**src/rtl/jk_cmd_sequencer_if.sv**
```systemverilog
// Command channel for jk_cmd_sequencer: valid/ready handshake carrying
// {op, lane mask, repeat count}.
interface jk_cmd_sequencer_if #(
    parameter int WIDTH = 4,
    parameter int CNT_W = 8
);
    logic             valid;
    logic             ready;
    logic [1:0]       op;
    logic [WIDTH-1:0] mask;
    logic [CNT_W-1:0] count;

    modport master (output valid, op, mask, count, input ready);
    modport slave  (input valid, op, mask, count, output ready);
endinterface

```
**src/rtl/jk_cmd_sequencer.sv**
```systemverilog
// Command-driven j/k stimulus stage for a bank of WIDTH JK flip-flops.
// Commands are queued in a small FIFO and each one is replayed onto j/k
// for count+1 cycles; q_exp tracks what the driven flops should hold.
module jk_cmd_sequencer #(
    parameter int WIDTH = 4,
    parameter int CNT_W = 8,
    parameter int DEPTH = 4
) (
    input  logic             clk,
    input  logic             reset,
    jk_cmd_sequencer_if.slave cmd,
    output logic [WIDTH-1:0] j,
    output logic [WIDTH-1:0] k,
    output logic [WIDTH-1:0] q_exp,
    output logic             busy,
    output logic             done
);
    localparam int PTR_W = $clog2(DEPTH);
    localparam int ENT_W = 2 + WIDTH + CNT_W;
    localparam logic [PTR_W:0] OCC_FULL = (PTR_W+1)'(DEPTH);

    typedef enum logic {IDLE, RUN} state_t;

    state_t           state, state_n;
    logic [CNT_W-1:0] rem, rem_n;

    logic [ENT_W-1:0] mem [DEPTH];
    logic [PTR_W-1:0] wr_ptr, rd_ptr;
    logic [PTR_W:0]   occ, occ_n;
    logic             full, empty, push, pop, last;

    logic [1:0]       head_op;
    logic [WIDTH-1:0] head_mask;
    logic [CNT_W-1:0] head_count;

    logic [WIDTH-1:0] j_n, k_n, q_n;
    logic             done_n, busy_n;

    assign full      = (occ == OCC_FULL);
    assign empty     = (occ == '0);
    assign cmd.ready = ~full;
    assign push      = cmd.valid & ~full;
    assign last      = (state == RUN) && (rem == '0);
    assign pop       = ((state == IDLE) || last) && !empty;
    assign {head_op, head_mask, head_count} = mem[rd_ptr];

    // FIFO storage, written on every accepted command
    always_ff @(posedge clk) begin
        if (push)
            mem[wr_ptr] <= {cmd.op, cmd.mask, cmd.count};
    end

    // FIFO pointers and occupancy; pointers wrap naturally at DEPTH
    always_ff @(posedge clk or posedge reset) begin
        if (reset) begin
            wr_ptr <= '0;
            rd_ptr <= '0;
            occ    <= '0;
        end else begin
            if (push) wr_ptr <= wr_ptr + 1'b1;
            if (pop)  rd_ptr <= rd_ptr + 1'b1;
            occ <= occ_n;
        end
    end

    // Executor state register
    always_ff @(posedge clk or posedge reset) begin
        if (reset) begin
            state <= IDLE;
            rem   <= '0;
        end else begin
            state <= state_n;
            rem   <= rem_n;
        end
    end

    // Executor next state: pop a command, count down, or fall back to IDLE
    always_comb begin
        state_n = state;
        rem_n   = rem;
        if (pop) begin
            state_n = RUN;
            rem_n   = head_count;
        end else if (state == RUN) begin
            if (rem != '0)
                rem_n = rem - 1'b1;
            else
                state_n = IDLE;
        end
        case ({push, pop})
            2'b10:   occ_n = occ + 1'b1;
            2'b01:   occ_n = occ - 1'b1;
            default: occ_n = occ;
        endcase
    end

    // Output next values; j/k hold between pops, q_exp follows JK rules
    always_comb begin
        j_n = j;
        k_n = k;
        if (pop) begin
            j_n = head_mask & {WIDTH{head_op[1]}};
            k_n = head_mask & {WIDTH{head_op[0]}};
        end else if (last) begin
            j_n = '0;
            k_n = '0;
        end
        for (int unsigned i = 0; i < WIDTH; i++) begin
            case ({j[i], k[i]})
                2'b00:   q_n[i] = q_exp[i];
                2'b01:   q_n[i] = 1'b0;
                2'b10:   q_n[i] = 1'b1;
                default: q_n[i] = ~q_exp[i];
            endcase
        end
        done_n = last;
        busy_n = (state_n == RUN) || (occ_n != '0);
    end

    // Output registers
    always_ff @(posedge clk or posedge reset) begin
        if (reset) begin
            j     <= '0;
            k     <= '0;
            q_exp <= '0;
            done  <= 1'b0;
            busy  <= 1'b0;
        end else begin
            j     <= j_n;
            k     <= k_n;
            q_exp <= q_n;
            done  <= done_n;
            busy  <= busy_n;
        end
    end
endmodule

```
**src/flat_wrapper.sv**
```systemverilog
// flat-port wrapper written by rule: the top's interface ports become plain ports
module jk_cmd_sequencer_flat 
#(
    parameter int WIDTH = 4,
    parameter int CNT_W = 8,
    parameter int DEPTH = 4
)
  (clk, reset, j, k, q_exp, busy, done, cmd_valid, cmd_op, cmd_mask, cmd_count, cmd_ready);
  jk_cmd_sequencer_if #(.WIDTH(WIDTH), .CNT_W(CNT_W)) cmd_i ();
  input  logic clk;
  input  logic reset;
  output logic [WIDTH-1:0] j;
  output logic [WIDTH-1:0] k;
  output logic [WIDTH-1:0] q_exp;
  output logic busy;
  output logic done;
  input wire logic [$bits(cmd_i.valid)-1:0] cmd_valid;
  input wire logic [$bits(cmd_i.op)-1:0] cmd_op;
  input wire logic [$bits(cmd_i.mask)-1:0] cmd_mask;
  input wire logic [$bits(cmd_i.count)-1:0] cmd_count;
  output wire logic [$bits(cmd_i.ready)-1:0] cmd_ready;
  assign cmd_i.valid = cmd_valid;
  assign cmd_i.op = cmd_op;
  assign cmd_i.mask = cmd_mask;
  assign cmd_i.count = cmd_count;
  assign cmd_ready = cmd_i.ready;
  jk_cmd_sequencer #(.WIDTH(WIDTH), .CNT_W(CNT_W), .DEPTH(DEPTH)) u_core (.clk(clk), .reset(reset), .cmd(cmd_i), .j(j), .k(k), .q_exp(q_exp), .busy(busy), .done(done));
endmodule
```
**config.mk**
```make
export PLATFORM = sky130hd
export DESIGN_NAME = jk_cmd_sequencer_flat
export DESIGN_NICKNAME = d
export VERILOG_FILES = /design/src/rtl/jk_cmd_sequencer_if.sv /design/src/rtl/jk_cmd_sequencer.sv /design/src/flat_wrapper.sv
export SDC_FILE = /design/constraint.sdc
export NUM_CORES = 1
export LEC_CHECK = 0
export CAP_MARGIN = 25
export CORE_UTILIZATION = 50
export CTS_CLUSTER_SIZE = 20
export DETAILED_ROUTE_END_ITERATION = 10
export GPL_TIMING_DRIVEN = 0
export MAX_ROUTING_LAYER = met4
export PLACE_DENSITY = 0.73
export SETUP_SLACK_MARGIN = 0.3
export SYNTH_ARGS = -nofsm -noshare
export SYNTH_HDL_FRONTEND = slang
export SYNTH_SLANG_ARGS = --single-unit
```
**constraint.sdc**
```tcl
create_clock -name clk -period 3.2 [get_ports clk]
set_clock_uncertainty 0.1 [all_clocks]
set_input_delay 0.32 -clock clk [delete_from_list [all_inputs] [get_ports clk]]
set_output_delay 0.32 -clock clk [all_outputs]
set_load 0.005 [all_outputs]
```
======== Yosys cells after proc, flatten, opt, wreduce, memory -nomap -nowiden ========
Memory sizes are Yosys's and may differ from the RTL's.
Index checks and enable logic that the tools add are counted.
storage, ports and cells
  register bits after elaboration ......... 30
  memory bits (writable) .................. 56
  input port bits ......................... 17
  output and inout bits ................... 15
  memories kept ........................... 1
operators by class
  add/sub/neg operators ................... 5
  equality and inequality tests ........... 11
  mux-type cells .......................... 16
  bitwise gates (word level) .............. 9
  reductions and logical operators ........ 17
memory list
  memory      depth  bits a word  read ports  clocked after Yosys merged registers in  write ports  RTL line                source
  u_core.mem  4      14           1           0                                        1            jk_cmd_sequencer.sv:27  logic [ENT_W-1:0] mem [DEPTH];
operators with widths
  cell                   count
  $mux W8                3
  $mux W4                3
  $pmux W1 S3            4
  $eq A2 B1 Y1 const B   5
  $eq A2 B2 Y1 const B   5
  $and A4 B4 Y4          2
  $logic_not A2 Y1       4
  $logic_not A8 Y1       1
  $reduce_bool A8 Y1     1
  $sub A8 B1 Y8 const B  1
  $not A1 Y1             6
  $pmux W3 S2            1
  $reduce_bool A2 Y1     3
  $mux W1                5
  $add A2 B1 Y2 const B  2
  $add A3 B1 Y3 const B  1
  $eq A3 B3 Y1 const B   1
  $logic_not A3 Y1       1
  $reduce_bool A3 Y1     1
  $sub A3 B1 Y3 const B  1
  $logic_and A1 B1 Y1    2
  $logic_or A1 B1 Y1     2
  $reduce_and A2 Y1      1
  $and A1 B1 Y1          1
  $logic_not A1 Y1       1

======== Depth between registers and ports, before layout ========
Gate-level depths: netlist (run 1).
  depth in word-level cells ............... 8
  depth in mapped cells ................... 13
  gate-level depth less buffers ........... 13

======== Least setup slack after synthesis (run 1) ========
OpenSTA, ideal clock, no wires.
  path kind ............................... reg-to-reg
  start point ............................. register u_core.rem[0]
  end point ............................... register u_core.busy
  arrival time ............................ 2,931 ps
  data required time ...................... 2,961 ps
  setup slack ............................. 31 ps
  stages on the path, launching flop included .. 14
  cell sequence ........................... dfrtp_1 -> inv_1 -> ha_1 -> or4b_4 -> o21ai_4 -> nand2_1 -> inv_1 -> ha_1 -> inv_1 -> fa_1 -> xor2_1 -> nor2_1 -> xor2_1 -> or4_1
between the ends
  word-level cells in the longest chain between the ends .. 8
RTL lines
  element                                       RTL line                 source
  from (decl)                                   jk_cmd_sequencer.sv:25   logic [CNT_W-1:0] rem, rem_n;
  from (signal assigned)                        jk_cmd_sequencer.sv:73   rem <= rem_n;
  $logic_not A8 Y1 *                            jk_cmd_sequencer.sv:43   assign last = (state == RUN) && (rem == '0);
  $logic_and A1 B1 Y1 *                         jk_cmd_sequencer.sv:43
  $logic_or A1 B1 Y1 *                          jk_cmd_sequencer.sv:44   assign pop = ((state == IDLE) || last) && !empty;
  $logic_and A1 B1 Y1 *                         jk_cmd_sequencer.sv:44
  named net u_core.pop                          jk_cmd_sequencer.sv:30   logic full, empty, push, pop, last;
  $eq A2 B1 Y1 or $eq A2 B2 Y1 (tied branches)  jk_cmd_sequencer.sv:90   case ({push, pop})
  $pmux W3 S2 *                                 jk_cmd_sequencer.sv:90
  named net u_core.occ_n[2]                     jk_cmd_sequencer.sv:29   logic [PTR_W:0] occ, occ_n;
  $reduce_bool A3 Y1 *                          jk_cmd_sequencer.sv:117  busy_n = (state_n == RUN) || (occ_n != '0);
  $logic_or A1 B1 Y1 *                          jk_cmd_sequencer.sv:117
  named net u_core.busy_n                       jk_cmd_sequencer.sv:37   logic done_n, busy_n;
  to (signal assigned)                          jk_cmd_sequencer.sv:133  busy <= busy_n;
  to (decl)                                     jk_cmd_sequencer.sv:15   output logic busy,
The timed path passes the listed nets; every way through them passes the cells marked *.
A chain may end at the register's enable or synchronous reset.

======== Final worst setup path (run 1) ========
Same ends and word-level chain as after synthesis.

==> impl_metrics.env, run 1 <==
export IMPL_status="completed"
export IMPL_synth_cell_area_mm2=0.00369
export IMPL_power_leakage_nw=1.65
export IMPL_netlist_instances=235
export IMPL_nNetsFinal=316
export IMPL_drc=0
export IMPL_seq_area_frac_synth_pct=65.9
export IMPL_synth_seq_cells=86
export IMPL_layout_drive_gt1_share_pct=20.4
export IMPL_maxCapViolations=0
export IMPL_first_pass_iters=4
export IMPL_worst_path_max_fanout=2
export IMPL_syn_area_per_cell_um2=15.7
export IMPL_rr_worst_depth=11
export IMPL_core_rowCount=30
export IMPL_final_util_pct=64.0
export IMPL_required_ps=3330
export IMPL_worstReg2RegStart="u_core.rem[0]"
export IMPL_initialDrtViolationCount=173
export IMPL_dieArea_mm2=0.00773
export IMPL_cts_clk_slew_worst_paths_ps=90
export IMPL_slowest_stage="fa_2"
export IMPL_async_reset_ff_share_pct=34.9
export IMPL_critPathKind="flip-flop to flip-flop"
export IMPL_crit_chain="inv_2 -> ha_4 -> or4b_4 -> o21ai_4 -> nand2_4 -> inv_2 -> ha_4 -> inv_1 -> fa_2 -> o21ai_0 -> or4_1"
export IMPL_place_ws_ps=-37.1
export IMPL_routabilityCongestion=0.789
export IMPL_fin_crit_sh_pct=91.3
export IMPL_crit_path_start_kind="flip-flop"
export IMPL_io_pins=32
export IMPL_grt_start_max_net_pins=20
export IMPL_synthDominantCellAreaShare_pct=45.6
export IMPL_clock_sinks=86
export IMPL_ir_drop_mv=0.455
export IMPL_wire_per_inst_um=16.8
export IMPL_avgViaCountPerCell=5.53
export IMPL_ant_nets=0
export IMPL_grt_antenna_before_repair=0
export IMPL_startpoint="u_core.rem[0]"
export IMPL_period_minus_slack_ps=2920
export IMPL_route_vias_total=2130
export IMPL_core_mm2=0.00694
export IMPL_cts_tree="built"
export IMPL_synth_xor_area_share_pct=1.42
export IMPL_clk_latency_ps=360
export IMPL_layout_common_cells="edfxtp_1 (56), clkdlybuf4s50_1 (31), dfrtp_1 (29), inv_1 (18), mux4_2 (14)"
export IMPL_clock_path_buffers=2
export IMPL_n_antenna_cell=0
export IMPL_clock_fmax_mhz=342
export IMPL_slew_viol_final=0
export IMPL_synth_edf_count=56
export IMPL_synth_fa_ha_area_share_pct=5.29
export IMPL_die_height_um=87.9
export IMPL_routed_wl_mm=6.48
export IMPL_fin_total_pwr_mw=3.82
export IMPL_die_w_um=87.9
export IMPL_grt_pass1_vias=2012
export IMPL_place_hpwl_mm=4.23
export IMPL_synth_compound_area_share_pct=6.99
export IMPL_slowest_delay_ps=500
export IMPL_start_util_pct=53.1
export IMPL_syn_to_final_growth_pct=20.4
export IMPL_grt_pass1_wl_mm=10.5
export IMPL_layout_setup_ws_ps=279
export IMPL_rsz0062_at_grt="true"
export IMPL_muxShareOfSynthArea_pct=9.73
export IMPL_reg2reg_to="u_core.busy"
export IMPL_tritoncts_num_buffers=9
export IMPL_synthSimpleGateAreaFrac_pct=7.80
export IMPL_grt_usage_pct=19.6
export IMPL_setup_viol=0
export IMPL_cts_root_buf="clkbuf_8"
export IMPL_arrival_ps=3050
export IMPL_cts_htree_levels=3
export IMPL_powerDensity_mw_per_mm2=859
export IMPL_worstSetupEndpointType="flip-flop"
export IMPL_hold_violations=0
export IMPL_syn_nets=267
export IMPL_synth_ff_type="edfxtp_1"
export IMPL_yosys_area_top_type="edfxtp_1"
export IMPL_yosys_warnings=0
export IMPL_worst_slew_pin_slew_ps=774
export IMPL_synth_top_family_by_area="multiplexers"
export IMPL_endpoint="u_core.busy"
export IMPL_slew_headroom_pct=48.4
export IMPL_hp_class="input pin to async pin"
export IMPL_port_buffers=31
export IMPL_yosysUniqueCellTypes=40
export IMPL_final_common_cell="edfxtp_1"
export IMPL_setup_tns_ps=0
export IMPL_overflow=0
export IMPL_reg2reg_setup_slack_ps=280
export IMPL_synthTopCellsByArea="edfxtp_1 (46%), dfrtp_1 (20%), mux4_2 (8.5%)"
Yosys cell counts (2+ instances only):
master and n:
nor2_1 8, nor3_1 3, inv_1 21, a211oi_1 4, xor2_1 2, clkbuf_1 3, a2bb2oi_1 2, nand2_1 7
o221a_2 3, dfrtp_1 30, or3_1 2, xnor2_1 4, edfxtp_1 56, o211ai_1 2, mux2_2 3, buf_2 3
and3_1 6, nand3_1 11, a21oi_1 2, o21ai_0 4, nor3b_1 4, ha_1 14, a22o_1 8, mux4_2 14
nor2b_1 4
critical path: cells and delay by family (launching register included):
kind,cells,cell delay [ps]
AND/OR/NAND/NOR,3,1020
AO/OA/AOI/OAI,2,290
buffers and inverters,3,200
flip-flops,1,420
adder cells (fa/ha/maj),3,760
flip-flops by register name, summed over array words and instances (netlist names):
name	cells
u_core.busy	1
u_core.q_exp	4
u_core.mem	56
u_core.j	4
u_core.occ	3
u_core.state	1
u_core.rem	8
u_core.rd_ptr	2
u_core.wr_ptr	2
u_core.done	1
u_core.k	4
how the worst min path moves through the flow:
| stage | start | end | slack (ps) | depth (start not counted) |
|---|---|---|---|---|
| after CTS | reset | u_core.q_exp[2] | 200 | 2 |
| after floorplan | reset | u_core.busy | 310 | 1 |
| final | reset | u_core.q_exp[2] | 200 | 2 |
| after detailed placement | u_core.q_exp[3] | u_core.q_exp[3] | 370 | 1 |
| after global routing | reset | u_core.q_exp[2] | 220 | 2 |
| after global placement | u_core.q_exp[1] | u_core.q_exp[1] | 360 | 1 |
cells by family (layout without fill, tap and decap cells):
family / count (synthesis) / count (layout)
multiplexers: 18 / 18
adder cells (fa/ha/maj): 15 / 15
AND/OR/NAND/NOR: 52 / 52
XOR/XNOR: 6 / 6
buffers and inverters: 27 / 81
AO/OA/AOI/OAI: 31 / 31
flip-flops: 86 / 86
through the flow:
stage	cell area, um^2	hold slack (ps)	cells
6_report	4440	195	385
3_3_place_gp	4150	364	362
3_5_place_dp	4180	373	363
4_1_cts	4440	201	385
5_1_grt	4440	224	385
2_1_floorplan	3720	311	235
cell type report:
| type | instances | area [um^2] |
|---|---|---|
| timing repair buffer | 38 | 383 |
| tap | 96 | 120 |
| sequential | 86 | 2430 |
| clock buffer | 11 | 151 |
| inverter | 21 | 78.8 |
| buffer | 6 | 26.3 |
| multi-input combinational | 122 | 1190 |
| clock inverter | 5 | 63.8 |
| fill | 482 | 2500 |
report_power, final:
| group | total [mW] | internal [mW] | switching (mW) |
|---|---|---|---|
| registers | 1.72 | 1.51 | 0.206 |
| clock network | 0.800 | 0.410 | 0.390 |
| logic | 1.30 | 0.676 | 0.623 |
| total | 3.82 | 2.60 | 1.22 |
routing by layer:
metal / track usage [%] / vias to the layer above / part of all wire, %
met4: 6.11 / 0 / 1.8
li1: - / 996 / -
met2: 28.4 / 64 / 48
met1: 26.8 / 1059 / 46
met3: 5.84 / 11 / 4.5
met5: - / - / 0
repair_timing:
item / CTS / global route
setup buffers: 6 / 0
hold buffers: 0 / 0
pin swaps: 3 / 1
resized for setup: 2 / 0
endpoints found under the setup margin: 2 / 1
(Power assumes the default switching activity.)
==> run 2, diff against run 1 <==
- TNS_END_PERCENT: not set -> 1
==> results of run 2 <==
The final DEF is identical to that of run 1; final timing and power are the same.
